--- config.mk ---
export PLATFORM = sky130hd
export DESIGN_NAME = cga_bus_bridge
export DESIGN_NICKNAME = d
export VERILOG_FILES = /design/src/rtl/cga_bus_bridge.sv
export SDC_FILE = /design/constraint.sdc
export NUM_CORES = 1
export LEC_CHECK = 0
export BUFFER_PORTS_ARGS = -buffer_cell sky130_fd_sc_hd__buf_2
export CAP_MARGIN = 10
export CORE_MARGIN = 1.5
export CORE_UTILIZATION = 56
export CTS_BUF_LIST = sky130_fd_sc_hd__clkbuf_4 sky130_fd_sc_hd__clkbuf_8
export CTS_CLUSTER_DIAMETER = 80
export DETAILED_ROUTE_END_ITERATION = 12
export HOLD_SLACK_MARGIN = 0.06
export PLACE_DENSITY = 0.87
export REMOVE_ABC_BUFFERS = 1
export SYNTH_ARGS = -nofsm -noshare
export SYNTH_HDL_FRONTEND = slang
export SYNTH_SLANG_ARGS = --single-unit
--- constraint.sdc ---
create_clock -name clk -period 3.4 [get_ports clk]
set_input_delay 0 -clock clk [delete_from_list [all_inputs] [get_ports clk]]
set_output_delay 0 -clock clk [all_outputs]
set_load 0.05 [all_outputs]
--- src/rtl/cga_bus_bridge.sv ---
// CPU-to-ISA bus bridge for the CGA adapter: turns a level req/ack handshake into
// timed ISA strobes with programmable setup, strobe width, hold and ready timeout.
module cga_bus_bridge #(
  parameter int         SETUP_CYCLES  = 2,
  parameter int         STROBE_MIN    = 4,
  parameter int         HOLD_CYCLES   = 1,
  parameter int         READY_TIMEOUT = 255,
  parameter logic [7:0] TIMEOUT_DATA  = 8'hFF
) (
  input  logic        clk,
  input  logic        reset_l,
  input  logic        cpu_req,
  input  logic        cpu_wr,
  input  logic        cpu_io,
  input  logic [19:0] cpu_addr,
  input  logic [7:0]  cpu_dout,
  output logic [7:0]  cpu_din,
  output logic        cpu_ack,
  output logic        cpu_timeout,
  output logic        cpu_busy,
  output logic [19:0] bus_a,
  output logic [7:0]  bus_d,
  output logic        bus_d_oe,
  input  logic [7:0]  bus_in,
  output logic        bus_aen,
  output logic        bus_memr_l,
  output logic        bus_memw_l,
  output logic        bus_ior_l,
  output logic        bus_iow_l,
  input  logic        bus_rdy
);

  typedef enum logic [2:0] {IDLE, SETUP, STROBE, HOLD, DONE} state_t;

  localparam logic [3:0] SETUP_LD  = 4'(SETUP_CYCLES);
  localparam logic [3:0] STROBE_LD = 4'(STROBE_MIN);
  localparam logic [3:0] HOLD_LD   = 4'(HOLD_CYCLES);
  localparam logic [7:0] TMO       = 8'(READY_TIMEOUT);

  state_t      state, state_nxt;
  logic [3:0]  cnt, cnt_nxt;
  logic [7:0]  tcnt, tcnt_nxt;
  logic        flag, flag_nxt;
  logic        wr_q, wr_nxt;
  logic        io_q, io_nxt;
  logic [19:0] a_nxt;
  logic [7:0]  d_nxt;
  logic [7:0]  din_nxt;
  logic        aen_nxt;
  logic        doe_nxt;
  // One-hot strobe vector, bit index = {io, wr}: memr, memw, ior, iow.
  logic [3:0]  strb, strb_nxt;

  // NOTE: every *_nxt gets a default first so no path through the case infers a latch.
  always_comb begin
    state_nxt = state;
    cnt_nxt   = cnt;
    tcnt_nxt  = tcnt;
    flag_nxt  = flag;
    wr_nxt    = wr_q;
    io_nxt    = io_q;
    a_nxt     = bus_a;
    d_nxt     = bus_d;
    din_nxt   = cpu_din;
    aen_nxt   = bus_aen;
    doe_nxt   = bus_d_oe;
    strb_nxt  = strb;

    unique case (state)
      IDLE: begin
        if (cpu_req) begin
          wr_nxt    = cpu_wr;
          io_nxt    = cpu_io;
          a_nxt     = cpu_addr;
          d_nxt     = cpu_dout;
          aen_nxt   = 1'b0;
          doe_nxt   = cpu_wr;
          cnt_nxt   = SETUP_LD;
          state_nxt = SETUP;
        end
      end
      SETUP: begin
        if (cnt <= 4'd1) begin
          strb_nxt  = 4'b0001 << {io_q, wr_q};
          cnt_nxt   = STROBE_LD;
          tcnt_nxt  = 8'd0;
          state_nxt = STROBE;
        end else begin
          cnt_nxt = cnt - 4'd1;
        end
      end
      STROBE: begin
        if (cnt > 4'd1) begin
          cnt_nxt = cnt - 4'd1;
        end else if (bus_rdy || tcnt == TMO) begin
          // Minimum width met: release on ready, or abort once the timeout expires.
          strb_nxt = 4'b0000;
          if (!bus_rdy) flag_nxt = 1'b1;
          if (!wr_q) din_nxt = bus_rdy ? bus_in : TIMEOUT_DATA;
          if (HOLD_CYCLES == 0) begin
            aen_nxt   = 1'b1;
            doe_nxt   = 1'b0;
            state_nxt = DONE;
          end else begin
            cnt_nxt   = HOLD_LD;
            state_nxt = HOLD;
          end
        end else begin
          tcnt_nxt = tcnt + 8'd1;
        end
      end
      HOLD: begin
        if (cnt <= 4'd1) begin
          aen_nxt   = 1'b1;
          doe_nxt   = 1'b0;
          state_nxt = DONE;
        end else begin
          cnt_nxt = cnt - 4'd1;
        end
      end
      DONE: begin
        flag_nxt  = 1'b0;
        state_nxt = IDLE;
      end
      default: state_nxt = IDLE;
    endcase
  end

  // NOTE: sequential state uses non-blocking assignments so all registers update together.
  always_ff @(posedge clk) begin
    if (!reset_l) begin
      state    <= IDLE;
      cnt      <= 4'd0;
      tcnt     <= 8'd0;
      flag     <= 1'b0;
      wr_q     <= 1'b0;
      io_q     <= 1'b0;
      bus_a    <= 20'h0;
      bus_d    <= 8'h00;
      cpu_din  <= 8'h00;
      bus_aen  <= 1'b1;
      bus_d_oe <= 1'b0;
      strb     <= 4'b0000;
    end else begin
      state    <= state_nxt;
      cnt      <= cnt_nxt;
      tcnt     <= tcnt_nxt;
      flag     <= flag_nxt;
      wr_q     <= wr_nxt;
      io_q     <= io_nxt;
      bus_a    <= a_nxt;
      bus_d    <= d_nxt;
      cpu_din  <= din_nxt;
      bus_aen  <= aen_nxt;
      bus_d_oe <= doe_nxt;
      strb     <= strb_nxt;
    end
  end

  assign cpu_ack     = (state == DONE);
  assign cpu_timeout = (state == DONE) && flag;
  assign cpu_busy    = (state != IDLE);
  assign bus_memr_l  = ~strb[0];
  assign bus_memw_l  = ~strb[1];
  assign bus_ior_l   = ~strb[2];
  assign bus_iow_l   = ~strb[3];

endmodule

# --- Word level (Yosys, flattened, before mapping) ---
# Cells that the tools add are included.
totals:
  reg_bits: 60
  inputBits: 42
  out_inout_bits: 45
  wordCells: 84
classes:
  n_addsub: 2
  n_lt_le_gt_ge: 2
  n_eq_ne: 14
  n_shift: 1
  mux: 31
  bitwise: 6
  reduce_logical: 16
op_table:
  columns: ["op", "n"]
  rows:
  - ["$mux 4", 8]
  - ["$mux 8", 4]
  - ["$reduce_and 4->1", 5]
  - ["$ne 2x2->1 const B", 8]
  - ["$pmux 4 s4", 1]
  - ["$pmux 8 s2", 1]
  - ["$mux 3", 5]
  - ["$pmux 3 s4", 1]
  - ["$add 8x1->8 const B", 1]
  - ["$eq 8x8->1 const B", 1]
  - ["$pmux 4 s2", 1]
  - ["$mux 1", 7]
  - ["$eq 3x2->1 const B", 2]
  - ["$not 1->1", 6]
  - ["$pmux 1 s2", 3]
  - ["$reduce_bool 2->1", 3]
  - ["$reduce_and 5->1", 1]
  - ["$gt 4x1->1 const B", 1]
  - ["$le 4x1->1 const B", 1]
  - ["$reduce_bool 4->1", 1]
  - ["$shl 1x2->4 const A", 1]
  - ["$sub 4x1->4 const B", 1]
  - ["$eq 3x1->1 const B", 1]
  - ["$eq 3x3->1 const B", 1]
  - ["other kinds (7)", 7]

# --- Depth between registers and ports, before layout ---
# Gate-level depths: netlist of run 1.
depth:
  ltp_word: 5
  ltp_mapped: 8
  depth_no_buf: 7

# --- Worst setup path after synthesis of run 1 ---
# No wires, ideal clock.
synth_path:
  path_kind: "register to register"
  from: "register state[0]"
  to: "register bus_a[14]"
  arrival_ns: 1.827
  required_time_ns: 3.268
  slack_ns: 1.441
  path_stages_with_launch: 8
  path_buffers: 3
  period_less_slack_ns: 1.959
  cell_sequence: "dfxtp_1 -> buf_2 -> or3_1 -> or2_2 -> clkbuf_1 -> clkbuf_1 -> nand2_1 -> a21oi_1"
synth_between:
  elab_chain_len: 2
synth_rtl:
  columns: ["item", "line_no", "rtl"]
  rows:
  - ["start: declaration", "40", "state_t state, state_nxt;"]
  - ["start signal: assignment", "145", "state <= state_nxt;"]
  - ["$logic_not 3->1", "69", "unique case (state)"]
  - ["$reduce_and 2->1 (no line)", null, null]
  - ["end signal: assignment", "151", "bus_a <= a_nxt;"]
  - ["end: declaration", "21", "output logic [19:0] bus_a,"]
# Every way passes these cells.
# A chain may end at the register's enable or synchronous reset.

# --- Worst setup path in the final report of run 1 ---
layout_path:
  from: "register state[1]"
  to: "register cpu_din[6]"
layout_between:
  elab_chain_len: 2
layout_rtl:
  columns: ["item", "line_no", "rtl"]
  rows:
  - ["$eq 3x2->1", "69", null]
  - ["$reduce_and 4->1 (no line)", null, null]
  - ["end signal: assignment", "153", "cpu_din <= din_nxt;"]
  - ["end: declaration", "17", "output logic [7:0] cpu_din,"]
# Every way passes these cells.

==> results.md, run 1 <==
- Core area: 4440 sq um
- Leak: 1.63 nW
- Crit path time final: 2.30 ns
- Status: complete, no violations
- Post-CTS Setup Bufs: 0
- Min-delay worst type: in -> reg
- MaxCap Viol Count: 0
- GR Util met1: 38.9%
- Critical Path RT: 3.64 ns
- TritonCTS clock tree: yes
- Cts repair resizes: 0
- TritonCTS Buffers: 9
- Busiest grt layer: met2
- Hold-fix buffers, CTS: 39
- Port bufs: 86
- Crit-path max cell delay: 0.67 ns
- Pint: 1.71 mW
- Commonest non-fill, non-tap cell in the layout: buf_2
- Switching Fraction: 44.0%
- Initial DRC count: 265
- Total Power: 3.05 mW
- Critical Path End Type: register
- DR WL/cell: 17.7 microns
- GR Util met3: 9.85%
- Seq/Total Area, Yosys: 45.7%
- Arrival time worst endpoint: 2.53 ns
- Total gr overflow: 0
- Clock root buffer: clkbuf_8
- Flop pwr share: 31.3%
- CTS clk-pin slew, worst paths: 0.07 ns
- Routed vias: 2918
- Synth Warn #: 0
- GR Layer Usage met2: 61.9%
- Via density: 5.86
- GP Congestion: 0.881
- Antenna violation net count after detailed routing: 0
- Post-Syn Instances: 321
- Min Hold Slack: 0.0799 ns
- Slew margin rel.: 37.7%
- CTS Buffer Depth: 2
- Vias in the first global route: 2924
- Critical path, cell by cell: nor3b_4 -> nand3_1 -> nor3_4 -> nor2_1 -> a311oi_1
- Clk pwr share: 26.9%
- VDD IR max: 467 uV
- Netlist Area Pre-Place: 2630 sq um
- Top FF cell, synth: dfxtp_1
- Final setup viols: 0
- Worst-skew pair later-pin latency: 0.35 ns
- I/O Pins: 87
- Fmax: 0.435 GHz
- Setup CP Type: reg -> reg
- Tightest Pin Transition: 0.934 ns
- DRT Wirelength: 8.82 mm
- Setup_tns: 0 ns
- Post-route cell area: 3690 sq um
- Pwr/cell area: 825 nW/um^2
- Crit-path slowest cell: dfxtp_1
- H-tree levels: 3
- Hpwl dp: 4.17 mm
- Sw Pwr: 1.34 mW
- Post-Syn Area per Cell: 8.19 sq um
- Startpoint Class: register
- Multi-input gate area: 1270 sq um
- Share of cells above drive strength 1: 26.9%
- Row count: 24
- GRT Total Usage: 35.9%
- Distinct cells, synth: 53
- Clk sinks: 60
- Die ar.: 5110 sq um
- Drc violations: 0
- First-pass DRT Iterations: 7
- Antenna diode count: 0
- Fin Clk Skew: 0.0165 ns
- First-pass GRT wire length: 13.9 mm
- Number of synthesized flops with an enable pin: 0
- Starting density of the core: 59.1%
- Initial antenna violation count: 0
- Final Non-Filler Cells: 498
- Post-synth ARST share: 0%
- Layout filler cell count: 254
- DP Cell Count: 443
- Pins Over Slew Limit: 0
- CP Max Fanout: 16
- Register Area: 1200 sq um
- Die width: 71.5 microns
- Power share of the combinational group: 41.8%
- RSZ-0062 raised after global routing: no
- Period utilization: 67.6%
- Total placed instance area: 3060 sq um
- Post-layout nets: 486
- Largest net degree at the start of global routing: 32
- Area grow syn2layout: 40.6%
- Final Hold Fails: 0
- Chip Height: 71.5 microns
- Commonest cells after routing, fill and taps aside: 86 x buf_2, 71 x nand2_1, 60 x dfxtp_1
- FF+latch count, synth: 60
-- registers in the layout, summed over array words and instances, names as in the netlist --
name      flops
flag          1
cnt           4
strb          4
bus_d         8
io_q          1
state         3
bus_aen       1
bus_d_oe      1
cpu_din       8
tcnt          8
bus_a        20
wr_q          1
-- cell families (layout without fill, tap and decap cells) --
kind of cell	Yosys count	count (layout)	synth area share, %
flip-flops	60	60	45.7
buffers and inverters	39	164	6.09
XOR/XNOR	6	6	2.00
adder cells (fa/ha/maj)	3	3	1.43
AO/OA/AOI/OAI	75	75	18.6
AND/OR/NAND/NOR	136	136	25.4
multiplexers	2	2	0.762
-- power by group through the flow --
| stage | combinational, mW | clock [mW] | sequential [mW] |
|---|---|---|---|
| 5_1_grt | 1.36 | 0.846 | 0.968 |
| 4_1_cts | 1.22 | 0.793 | 0.936 |
| 6_report | 1.27 | 0.820 | 0.954 |
| 3_5_place_dp | 1.18 | 0 | 0.950 |
| 2_1_floorplan | 0.660 | 0 | 1.19 |
| 3_3_place_gp | 1.17 | 0 | 0.943 |
-- final cells by class --
class | instances | share of cell area (%)
Clock buffer | 10 | 3.56
Multi-Input combinational cell | 222 | 34.4
Clock inverter | 6 | 3.05
Tap cell | 52 | 1.76
Timing Repair Buffer | 127 | 22.6
Sequential cell | 60 | 32.5
Inverter | 21 | 2.13
-- final timing paths --
kind              slack, ns     start          to  cells after the start
hold / removal         0.08   bus_rdy  cpu_din[7]                      2
hold reg to reg        0.45      flag        flag                      2
setup reg to reg       1.10  state[1]  cpu_din[6]                      5
setup / recovery       1.10  state[1]  cpu_din[6]                      5
-- cell usage after synthesis, types with 2 or more instances --
master      n  share of area [%]
a211oi_1    3               0.86
a21oi_1    42                8.0
a2bb2oi_1   2               0.67
a311oi_1    8                2.7
and2_1      2               0.48
and3_1      2               0.48
buf_1       2               0.29
buf_2       2               0.38
clkbuf_1   12                1.7
dfxtp_1    60                 46
ha_1        3                1.4
inv_1      21                3.0
mux2i_1     2               0.76
nand2_1    71                 10
nand3_1     8                1.5
nand4_1     3               0.71
nor2_1     24                3.4
nor3_1      3               0.57
nor3_4      2                1.2
o211ai_1    2               0.57
o21ai_0     5               0.95
or2_2       3               0.71
or3_1       3               0.71
or4_1       2               0.57
or4b_1      2               0.76
xnor2_1     2               0.67
xor2_1      4                1.3
-- through the flow --
step | util (%) | setup slack [ns]
final | 83.1 | 1.10
after detailed placement | 68.9 | 1.30
after CTS | 83.1 | 1.24
after floorplan | - | 0.872
after global placement | 68.9 | 1.43
after global routing | 83.1 | 0.905
-- metal layers --
metal / share of wire, % / up-vias
met2: 50 / 197
met3: 7.6 / 46
met5: 0 / -
met1: 37 / 1338
met4: 5.6 / 0
li1: - / 1337
-- worst max-delay path, delay by kind of cell, from the launching register on --
family	cells	cell delay (ns)
AO/OA/AOI/OAI	1	0.31
flip-flops	1	0.67
AND/OR/NAND/NOR	4	1.22
(Power assumes the default switching activity.)
==> run 2: changes to the inputs <==
- CORE_UTILIZATION: 56 -> 52
- PLACE_DENSITY: 0.87 -> 0.82
- clock period: 3.4 -> 2.4 ns (I/O delays scaled with it)
==> run 2 against run 1 <==
Net effect: core utilization decreased by 6.2 points; non-clock buffer count up 1; setup slack got worse by 0.79 ns; routed wire length down 6.6%; critical endpoint is now cpu_din[7]; clock skew down 0.0058 ns.
==> results.md, run 2 (synthesis gave the netlist of run 1 again) <==
- Commonest non-fill, non-tap cell in the layout: buf_2 (unchanged)
- H-tree levels: 3 (unchanged)
- Antenna diode count: 0 (unchanged)
- Pwr/cell area: 1110 nW/um^2 (was 825 nW/um^2)
- Starting density of the core: 54.9% (was 59.1%)
- Initial DRC count: 232 (was 265)
- VDD IR max: 897 uV (was 467 uV)
- Multi-input gate area: 1270 sq um (unchanged)
- Period utilization: 87.1% (was 67.6%)
- Total gr overflow: 0 (unchanged)
- Antenna violation net count after detailed routing: 0 (unchanged)
- Worst Hold Depth: 2 (unchanged)
- Core area: 4790 sq um (was 4440 sq um)
- Layout filler cell count: 300 (was 254)
- Final setup viols: 0 (unchanged)
- Hpwl dp: 4.42 mm (was 4.17 mm)
- CTS clk-pin slew, worst paths: 0.07 ns (about the same)
- Post-layout nets: 487 (was 486)
- Tightest Pin Transition: 0.748 ns (was 0.934 ns)
- RSZ-0062 raised after global routing: no (unchanged)
- Port bufs: 86 (unchanged)
- Flop pwr share: 32.6% (was 31.3%)
- Slew margin rel.: 50.1% (was 37.7%)
- Fin Clk Skew: 0.0107 ns (was 0.0165 ns)
- R2R Setup Slk: 0.31 ns (was 1.10 ns)
- Min-delay worst type: in -> reg (unchanged)
- Vias in the first global route: 2714 (was 2924)
- Startpoint Class: register (unchanged)
- Register Area: 1200 sq um (unchanged)
- Worst Hold Path EP: cpu_din[1] (was cpu_din[7])
- Total Power: 4.07 mW (was 3.05 mW)
- Row count: 25 (was 24)
- Total placed instance area: 3100 sq um (was 3060 sq um)
- DR WL/cell: 16.1 microns (was 17.7 microns)
- Crit-path slowest cell: dfxtp_1 (unchanged)
- Chip Height: 74.1 microns (was 71.5 microns)
- Die width: 74.1 microns (was 71.5 microns)
- Initial antenna violation count: 0 (unchanged)
- Die ar.: 5490 sq um (was 5110 sq um)
- Largest net degree at the start of global routing: 32 (unchanged)
- DRT Wirelength: 8.24 mm (was 8.82 mm)
- GRT Total Usage: 30.6% (was 35.9%)
- R2r startpoint: state[0] (was state[1])
- Clock root buffer: clkbuf_8 (unchanged)
- Setup CP Type: reg -> reg (unchanged)
- Sw Pwr: 1.85 mW (was 1.34 mW)
- Clk sinks: 60 (unchanged)
- Routed vias: 2844 (was 2918)
- Fmax: 0.478 GHz (was 0.435 GHz)
- Final Non-Filler Cells: 513 (was 498)
- Critical path, cell by cell: nor3b_4 -> nand3_1 -> nor3_4 -> nor2_1 -> a311oi_1 (unchanged)
- GP Congestion: 0.852 (was 0.881)
- Pins Over Slew Limit: 0 (unchanged)
- MaxCap Viol Count: 0 (unchanged)
- Worst Reg2Reg Path Length in Cells: 5 (unchanged)
- Arrival time worst endpoint: 2.32 ns (was 2.53 ns)
- CTS Buffer Depth: 2 (unchanged)
- Crit path time final: 2.09 ns (was 2.30 ns)
- First-pass GRT wire length: 12.7 mm (was 13.9 mm)
- Status: complete, no violations (unchanged)
- Leak: 1.61 nW (was 1.63 nW)
- Drc violations: 0 (unchanged)
- Critical Path RT: 2.63 ns (was 3.64 ns)
- Crit-path max cell delay: 0.50 ns (was 0.67 ns)
- Max reg flops: 20 (unchanged)
- Share of cells above drive strength 1: 26.9% (unchanged)
- Reg-to-Reg End: cpu_din[7] (was cpu_din[6])
- Post-CTS Setup Bufs: 0 (unchanged)
- Crit path launch: state[0] (was state[1])
- WP buf/inv: 0 (unchanged)
- Power share of the combinational group: 45.2% (was 41.8%)
- Worst-skew pair later-pin latency: 0.34 ns (was 0.35 ns)
- TritonCTS Buffers: 9 (unchanged)
- I/O Pins: 87 (unchanged)
- Switching Fraction: 45.4% (was 44.0%)
- Commonest cells after routing, fill and taps aside: 86 x buf_2, 71 x nand2_1, 60 x dfxtp_1 (unchanged)
- Top reg by flops: bus_a (unchanged)
- Area grow syn2layout: 40.0% (was 40.6%)
- DP Cell Count: 459 (was 443)
- Via density: 5.54 (was 5.86)
- Final Hold Fails: 0 (unchanged)
- First-pass DRT Iterations: 5 (was 7)
- Pint: 2.22 mW (was 1.71 mW)
- Critical Path End Type: register (unchanged)
- CP delay by family, top: simple AND/OR/NAND/NOR gates (unchanged)
- Clk pwr share: 22.2% (was 26.9%)
- Post-route cell area: 3680 sq um (was 3690 sq um)
- HP Start: bus_rdy (unchanged)
- CP Max Fanout: 16 (unchanged)
- TritonCTS clock tree: yes (unchanged)
==> run 2: cell count changes in the layout (fill, tap and decap cells not counted), sizes merged <==
cell,previous run,this run
buf,88,89
bufinv,3,1
clkinvlp,0,1
==> run 2: through the flow <==
stage / worst slack, ns / util (%) / setup TNS [ns] / hold slack (ns)
4_1_cts: 0.382 / 76.9 / 0 / 0.0838
2_1_floorplan: -0.128 / - / -2.34 / 0.0762
3_3_place_gp: 0.488 / 64.8 / 0 / 0.240
6_report: 0.310 / 76.9 / 0 / 0.0918
5_1_grt: 0.112 / 76.9 / 0 / 0.114
3_5_place_dp: 0.388 / 64.8 / 0 / 0.245
==> run 2: worst max-delay path by stage <==
stage,to,slack (ns),cells past startpoint
5_1_grt,cpu_din[7],0.11,5
3_5_place_dp,cpu_din[5],0.39,5
3_3_place_gp,tcnt[4],0.49,6
2_1_floorplan,bus_d_oe,-0.13,4
6_report,cpu_din[7],0.31,5
4_1_cts,cpu_din[5],0.38,5
==> run 2: power groups by stage <==
stage / clock [mW] / sequential (mW) / combinational, mW
floorplan: 0 / 1.69 / 0.936
detailed placement: 0 / 1.33 / 1.71
global route: 0.941 / 1.34 / 1.96
global placement: 0 / 1.32 / 1.68
finish: 0.904 / 1.33 / 1.84
CTS: 0.898 / 1.31 / 1.77
==> run 2: repair_timing <==
item / CTS / global route
hold endpoints to repair: 46 / 0
hold buffers: 39 / 0
resized for setup: 0 / 0
==> run 2: worst register-to-register path, stage by stage, from the launching register on <==
cell and delay [ns]:
dfxtp_1 0.50, nor3b_4 0.37, nand3_1 0.20, nor3_4 0.49, nor2_1 0.11, a311oi_1 0.31
==> run 2: cell type report <==
class	instances	share of cell area [%]
Clock buffer	10	3.74
Clock inverter	5	1.43
Inverter	21	2.14
Multi-Input combinational cell	222	34.5
Sequential cell	60	32.6
Tap cell	67	2.28
Timing Repair Buffer	128	23.3
==> run 2: layer usage <==
metal	global-route usage [%]	up-vias	share of wire, %	routed length (microns)
met4	16.9	0	3.5	287
met1	35.3	1301	38	3110
met2	52.3	175	51	4210
met5	0	-	0	0
li1	-	1334	-	-
met3	7.18	34	7.6	630
